===== src/rtl/button_event_classifier.sv =====
// Classifies a debounced button level into short, long and double press pulses
// and keeps a wrapping 4-bit count of classified events.
module button_event_classifier #(
  parameter int LONG_LIMIT    = 50_000_000,
  parameter int DCLICK_WINDOW = 25_000_000
) (
  input  logic       i_clk,
  input  logic       i_rst_n,
  input  logic       i_debounced,
  output logic       o_short,
  output logic       o_long,
  output logic       o_double,
  output logic [3:0] o_count,
  output logic       o_busy
);

  localparam int MAX_LIMIT = (LONG_LIMIT > DCLICK_WINDOW) ? LONG_LIMIT : DCLICK_WINDOW;
  localparam int CW        = $clog2(MAX_LIMIT);
  localparam logic [CW-1:0] LONG_LAST   = CW'(LONG_LIMIT - 1);
  localparam logic [CW-1:0] DCLICK_LAST = CW'(DCLICK_WINDOW - 1);

  typedef enum logic [2:0] {
    IDLE      = 3'd0,
    PRESS1    = 3'd1,
    WAIT2     = 3'd2,
    PRESS2    = 3'd3,
    LONG_HOLD = 3'd4
  } state_e;

  state_e        state_q, state_d;
  logic          in_q;
  logic [CW-1:0] cnt_q, cnt_d;
  logic          short_q, short_d;
  logic          long_q, long_d;
  logic          double_q, double_d;
  logic [3:0]    count_q, count_d;
  logic          busy_q, busy_d;
  logic          rise_s, fall_s, event_s;

  assign rise_s = i_debounced & ~in_q;
  assign fall_s = ~i_debounced & in_q;

  // State and output registers; in_q resets high so a held button yields no rise
  always_ff @(posedge i_clk or negedge i_rst_n) begin
    if (!i_rst_n) begin
      state_q  <= IDLE;
      in_q     <= 1'b1;
      cnt_q    <= '0;
      short_q  <= 1'b0;
      long_q   <= 1'b0;
      double_q <= 1'b0;
      count_q  <= 4'd0;
      busy_q   <= 1'b0;
    end else begin
      state_q  <= state_d;
      in_q     <= i_debounced;
      cnt_q    <= cnt_d;
      short_q  <= short_d;
      long_q   <= long_d;
      double_q <= double_d;
      count_q  <= count_d;
      busy_q   <= busy_d;
    end
  end

  // Next-state logic; release beats the long limit and a new press beats the window timeout
  always_comb begin
    state_d = state_q;
    case (state_q)
      IDLE: begin
        if (rise_s) state_d = PRESS1;
        else        state_d = IDLE;
      end
      PRESS1: begin
        if (fall_s)                  state_d = WAIT2;
        else if (cnt_q == LONG_LAST) state_d = LONG_HOLD;
        else                         state_d = PRESS1;
      end
      WAIT2: begin
        if (rise_s)                    state_d = PRESS2;
        else if (cnt_q == DCLICK_LAST) state_d = IDLE;
        else                           state_d = WAIT2;
      end
      PRESS2: begin
        if (fall_s) state_d = IDLE;
        else        state_d = PRESS2;
      end
      LONG_HOLD: begin
        if (fall_s) state_d = IDLE;
        else        state_d = LONG_HOLD;
      end
      default: state_d = IDLE;
    endcase
  end

  // Event pulses, cycle counter, event count and busy flag for the next cycle
  always_comb begin
    short_d  = 1'b0;
    long_d   = 1'b0;
    double_d = 1'b0;
    case (state_q)
      PRESS1: begin
        if (!fall_s && (cnt_q == LONG_LAST)) long_d = 1'b1;
        else                                 long_d = 1'b0;
      end
      WAIT2: begin
        if (!rise_s && (cnt_q == DCLICK_LAST)) short_d = 1'b1;
        else                                   short_d = 1'b0;
      end
      PRESS2: begin
        if (fall_s) double_d = 1'b1;
        else        double_d = 1'b0;
      end
      default: begin
        short_d  = 1'b0;
        long_d   = 1'b0;
        double_d = 1'b0;
      end
    endcase
    event_s = short_d | long_d | double_d;
    count_d = count_q + {3'b000, event_s};
    busy_d  = (state_d != IDLE);
    if (state_d != state_q) cnt_d = '0;
    else                    cnt_d = cnt_q + CW'(1);
  end

  assign o_short  = short_q;
  assign o_long   = long_q;
  assign o_double = double_q;
  assign o_count  = count_q;
  assign o_busy   = busy_q;

endmodule


===== config.mk =====
export PLATFORM = sky130hd
export DESIGN_NAME = button_event_classifier
export DESIGN_NICKNAME = d
export VERILOG_FILES = /design/src/rtl/button_event_classifier.sv
export SDC_FILE = /design/constraint.sdc
export NUM_CORES = 1
export LEC_CHECK = 0
export ABC_AREA = 1
export ABC_CLOCK_PERIOD_IN_PS = 2620
export CAP_MARGIN = 15
export CORE_AREA = 2 2 63 65
export CTS_CLUSTER_DIAMETER = 120
export CTS_CLUSTER_SIZE = 25
export DETAILED_ROUTE_END_ITERATION = 12
export DIE_AREA = 0 0 65 67
export PLACE_DENSITY_LB_ADDON = 0.1
export SLEW_MARGIN = 0
export SYNTH_ARGS = -nofsm -noshare
export SYNTH_HDL_FRONTEND = slang
export SYNTH_SLANG_ARGS = --single-unit

===== constraint.sdc =====
create_clock -name i_clk -period 2.62 [get_ports i_clk]
set_input_delay 0.393 -clock i_clk [delete_from_list [all_inputs] [get_ports i_clk]]
set_output_delay 0.393 -clock i_clk [all_outputs]
set_load 0.02 [all_outputs]

# Word-level counts from Yosys, hierarchy flattened
# Cells that the tools add are included.
[classes]
muxes = 15
reduce_logical = 6
n_addsub = 2
bitwise = 6
n_eq_ne = 7
[ops]
columns = ["cell", "count"]
rows = [
  ["adder 26 x 1 -> 26 bit, second input constant", 1],
  ["== test 26 x 25 -> 1 bit, second input constant", 1],
  ["== test 26 bit, second input constant", 1],
  ["two-way mux 26 bit", 1],
  ["case mux 3 bit (5 select lines)", 1],
  ["two-way mux 3 bit", 3],
  ["two-way mux 1 bit", 7],
  ["== test 3 x 2 -> 1 bit, second input constant", 2],
  ["two-way mux 2 bit", 3],
  ["adder 4 x 1 -> 4 bit", 1],
  ["== test 3 x 1 -> 1 bit, second input constant", 1],
  ["== test 3 bit, second input constant", 1],
  ["zero test 3 bit", 1],
  ["!= test 3 bit", 1],
  ["nonzero test 3 bit", 1],
  ["bitwise AND 1 bit", 2],
  ["logical AND 1 bit", 2],
  ["zero test 1 bit", 2],
  ["inverter 1 bit", 2],
  ["bitwise OR 1 bit", 2],
]
[totals]
output_inout_bits = 8
input_bits = 3
register_bits = 38
elab_cells = 44

# Logic depth before layout (Yosys ltp)
[logic_depth]
word_depth = 9
ltp_mapped = 13

# Worst setup path before layout
# OpenSTA, ideal clock, no wires.
[synth_path]
path_kind = "reg2reg"
startpoint = "register cnt_q[0]"
endpoint = "register count_q[2], in the netlist o_count[2]"
t_required_ns = 2.489
setup_time_ns = 0.131
t_arrival_ns = 1.814
slack_ns = 0.674
period_less_slack_ns = 1.946
n_path_buf = 0
path_stages_with_launch = 12
cell_sequence = "dfrtp_1 ha_1 nand2_2 nor2_4 nand2_4 nor2_2 nand3_2 nor2_2 or3_1 ha_1 ha_1 xor2_1"
[synth_via]
elab_chain_len = 7
[synth_lines]
columns = ["item", "line", "text"]
rows = [
  ["start, declared", "32", "logic [CW-1:0] cnt_q, cnt_d;"],
  ["start signal, assigned", "57", "cnt_q <= cnt_d;"],
  ["== test 26 bit", "103", "if (!fall_s && (cnt_q == LONG_LAST)) long_d = 1'b1;"],
  ["logical AND 1 bit", "103", ""],
  ["two-way mux 1 bit", "103", ""],
  ["two-way mux 1 bit", "101", "case (state_q)"],
  ["named net long_d", "34", "logic long_q, long_d;"],
  ["bitwise OR 1 bit (2 in a row)", "120", "event_s = short_d | long_d | double_d;"],
  ["adder 4 x 1 -> 4 bit", "121", "count_d = count_q + {3'b000, event_s};"],
  ["named net count_d[2]", "36", "logic [3:0] count_q, count_d;"],
  ["end signal, assigned", "61", "count_q <= count_d;"],
  ["end, declared", "36", ""],
]
# The timed path passes the listed nets, and every way through them passes these cells.

# Final worst setup path
# Same ends and word-level chain as after synthesis.

==> qor.txt <==
Status - finished, final reports clean
Most used DFF post-synth - dfrtp_1
Tcrit/Tclk final - 0.7880
Cell taking the most area after synthesis - dfrtp_1
Vias - 1,670
CP arrival - 2250 ps
Post-DP HPWL - 2.960 mm
Max stage delay on crit path - 420 ps
CP required - 2800 ps
Syn Area/Cell - 7.857 sq um
Peak VDD IR - 0.0007044 V
Synth Area in Adders - 0.01783
Slew HR - 0.4562
Multiplexer share of the synthesized area - 0
Iteration-0 DRC Markers - 87
Fin worst setup slack - 555.5 ps
Post-Synthesis Cell Area - 0.002106 sq mm
Starting Density - 0.5840
IO Port Bufs - 10
Die X - 65 um
Worst slew pin tran - 815.6 ps
Reg clk slew, reported paths - 80 ps
Top cell type's share of synthesized area - 0.4397
Num rows - 22
Min-Delay Path Class - in2async
Mapped Nets - 274
# setup viols final - 0
Fin nets - 289
RSZ-0062 raised after global routing - false
Post-Synth Simple-Gate Area - 0.3417
Pwr/cell area - 728.7 mW/mm^2
Top post-synthesis cells by area - dfrtp_1, nor2_1, nand2_1
Gr ovfl total - 0
Syn Inst Count - 268
CTS tree - built
Antenna Cells - 0
First-pass GRT wire length - 7.307 mm
Synth unique cells - 24
Setup Skew - 8.462 ps
Crit-path max FO - 4
WP buf/inv - 0
Most used cell, CP - ha_1
Crit Path Class - reg2reg
Top-count cell post-synth - nor2_1
Minimum clock period - 2064 ps
Core area - 0.003606 sq mm
Vias in the first global route - 1,684
Area Overhead vs Synth - 12.83%
Ys Warns - 0
Post-DR vias/cell - 5.030
Crit-path cells - ha_1 > nand2_2 > nor2_4 > nand2_4 > nor2_2 > nand3_2 > nor2_2 > or3_1 > ha_1 > ha_1 > xor2_1
Root Buffer - clkbuf_8
Critical Path Slowest Stage Cell - dfrtp_1
Max Cap Viol - 0
Largest family of logic cells by synthesized area - simple AND/OR/NAND/NOR gates
I/O pins - 11
Antenna Nets Post-Route - 0
Layout cells sized above 1 - 0.07746
Routed len/inst - 12.45 um
Clock Tree Buf Depth - 2
Resized cells post-CTS - 0
Global Route Usage Sum - 0.2245
Post-synthesis compound-gate area fraction - 0.01367
Most frequent cells after synthesis - nor2_1, nand2_1, dfrtp_1, inv_1
Die height - 67 um
Post-CTS Setup Repair Bufs - 0
Max Slew Vio Count - 0
Worst-Skew Late Latency - 300 ps
Post-synthesis xor/xnor area fraction - 0.09982
Sequential-to-total area share from yosys stat - 0.4522
Count of clock tree sinks - 38
Initial antenna violation count - 0
Final hold vios - 0
Post-synth EDFFs - 0
Fmax - 484.4 MHz
Leakage - 1.047 nW
Area of the die - 0.004355 sq mm
DR pass1 iterations - 4
DP Worst Slack - 290.9 ps
Post-synthesis register bit count - 38
Critical Path Source Type - register
H-tree depth - 2
Total CTS buffers - 5
Cts hold-fix bufs - 0
Pin count of the biggest net entering global routing - 39
Ys async rst share - 1.000
Residual DRC - 0
Critical path's top delay family - simple AND/OR/NAND/NOR gates
Setup TNS - 0 ps
CP Capture Type - register
Final wirelength - 4.132 mm
GP Congestion - 0.9176
## power by group
| part | internal (W) | total, W | switching (W) |
|---|---|---|---|
| Sequential | 0.000648 | 0.000698 | 0.0000500 |
| Clock | 0.000381 | 0.000602 | 0.000220 |
| Combinational | 0.000143 | 0.000432 | 0.000288 |
## flip-flops by register name, indices dropped and copies added (netlist names)
name	count
o_double	1
state_q	3
o_busy	1
in_q	1
cnt_q	26
o_count	4
o_short	1
o_long	1
## placed cells by master, fill, tap and decap left out, types with 3 or more instances in the layout
| master | n |
|---|---|
| nor2_2 | 5 |
| nor2_1 | 65 |
| clkbuf_8 | 5 |
| xnor2_1 | 8 |
| clkdlybuf4s50_1 | 9 |
| nand4_1 | 7 |
| xor2_1 | 16 |
| nor3_1 | 9 |
| ha_1 | 3 |
| nand2_1 | 50 |
| dfrtp_1 | 37 |
| nand3_1 | 16 |
| inv_1 | 36 |
## final timing paths
kind / slack (ps) / depth (start not counted) / start / end
setup / recovery: 560 / 11 / cnt_q[0]$_DFF_PN0_ / o_count[2]$_DFF_PN0_
hold / removal: 190 / 1 / i_rst_n / o_count[3]$_DFF_PN0_
setup reg to reg: 560 / 11 / cnt_q[0]$_DFF_PN0_ / o_count[2]$_DFF_PN0_
hold reg to reg: 480 / 1 / o_count[3]$_DFF_PN0_ / o_count[3]$_DFF_PN0_
max in group asynchronous: 1920 / 1 / i_rst_n / cnt_q[16]$_DFF_PN0_
min in group i_clk: 480 / 1 / o_count[3]$_DFF_PN0_ / o_count[3]$_DFF_PN0_
## routing by layer
metal / vias up / global-route usage / share of wire
li1: 860 / - / -
met1: 779 / 0.2695 / 0.47
met2: 24 / 0.3814 / 0.48
met3: 7 / 0.05574 / 0.031
met4: 0 / 0.09840 / 0.016
met5: - / 0 / 0
## stage by stage
step           utilization  total power [W]  hold slack (ps)  cells  area, sq um
6_report            0.6589         0.001731            186.9    332         2376
5_1_grt             0.6589         0.001833            260.9    332         2376
4_1_cts             0.6589         0.001754            223.4    332         2376
3_5_place_dp        0.6207         0.001150            465.4    324         2238
3_3_place_gp        0.6207         0.001147            466.5    324         2238
2_1_floorplan            -         0.001049            97.41    268         2106
## cells by family (layout without fill, tap and decap cells)
kind of cell             count (synthesis)  after routing
AO/OA/AOI/OAI                            3              3
XOR/XNOR                                24             24
adder cells (fa/ha/maj)                  3              3
buffers and inverters                   38             54
flip-flops                              38             38
AND/OR/NAND/NOR                        162            162
## cell type report
type	instances	area [sq um]
fillers	329	1230
clock inverters	3	68.82
well taps	48	60.06
clock buffers	5	68.82
multi-input cells	192	996.0
flip-flops and latches	38	952.2
inverters	36	135.1
repair buffers	10	95.09
Power figures use the tool's default switching activity.
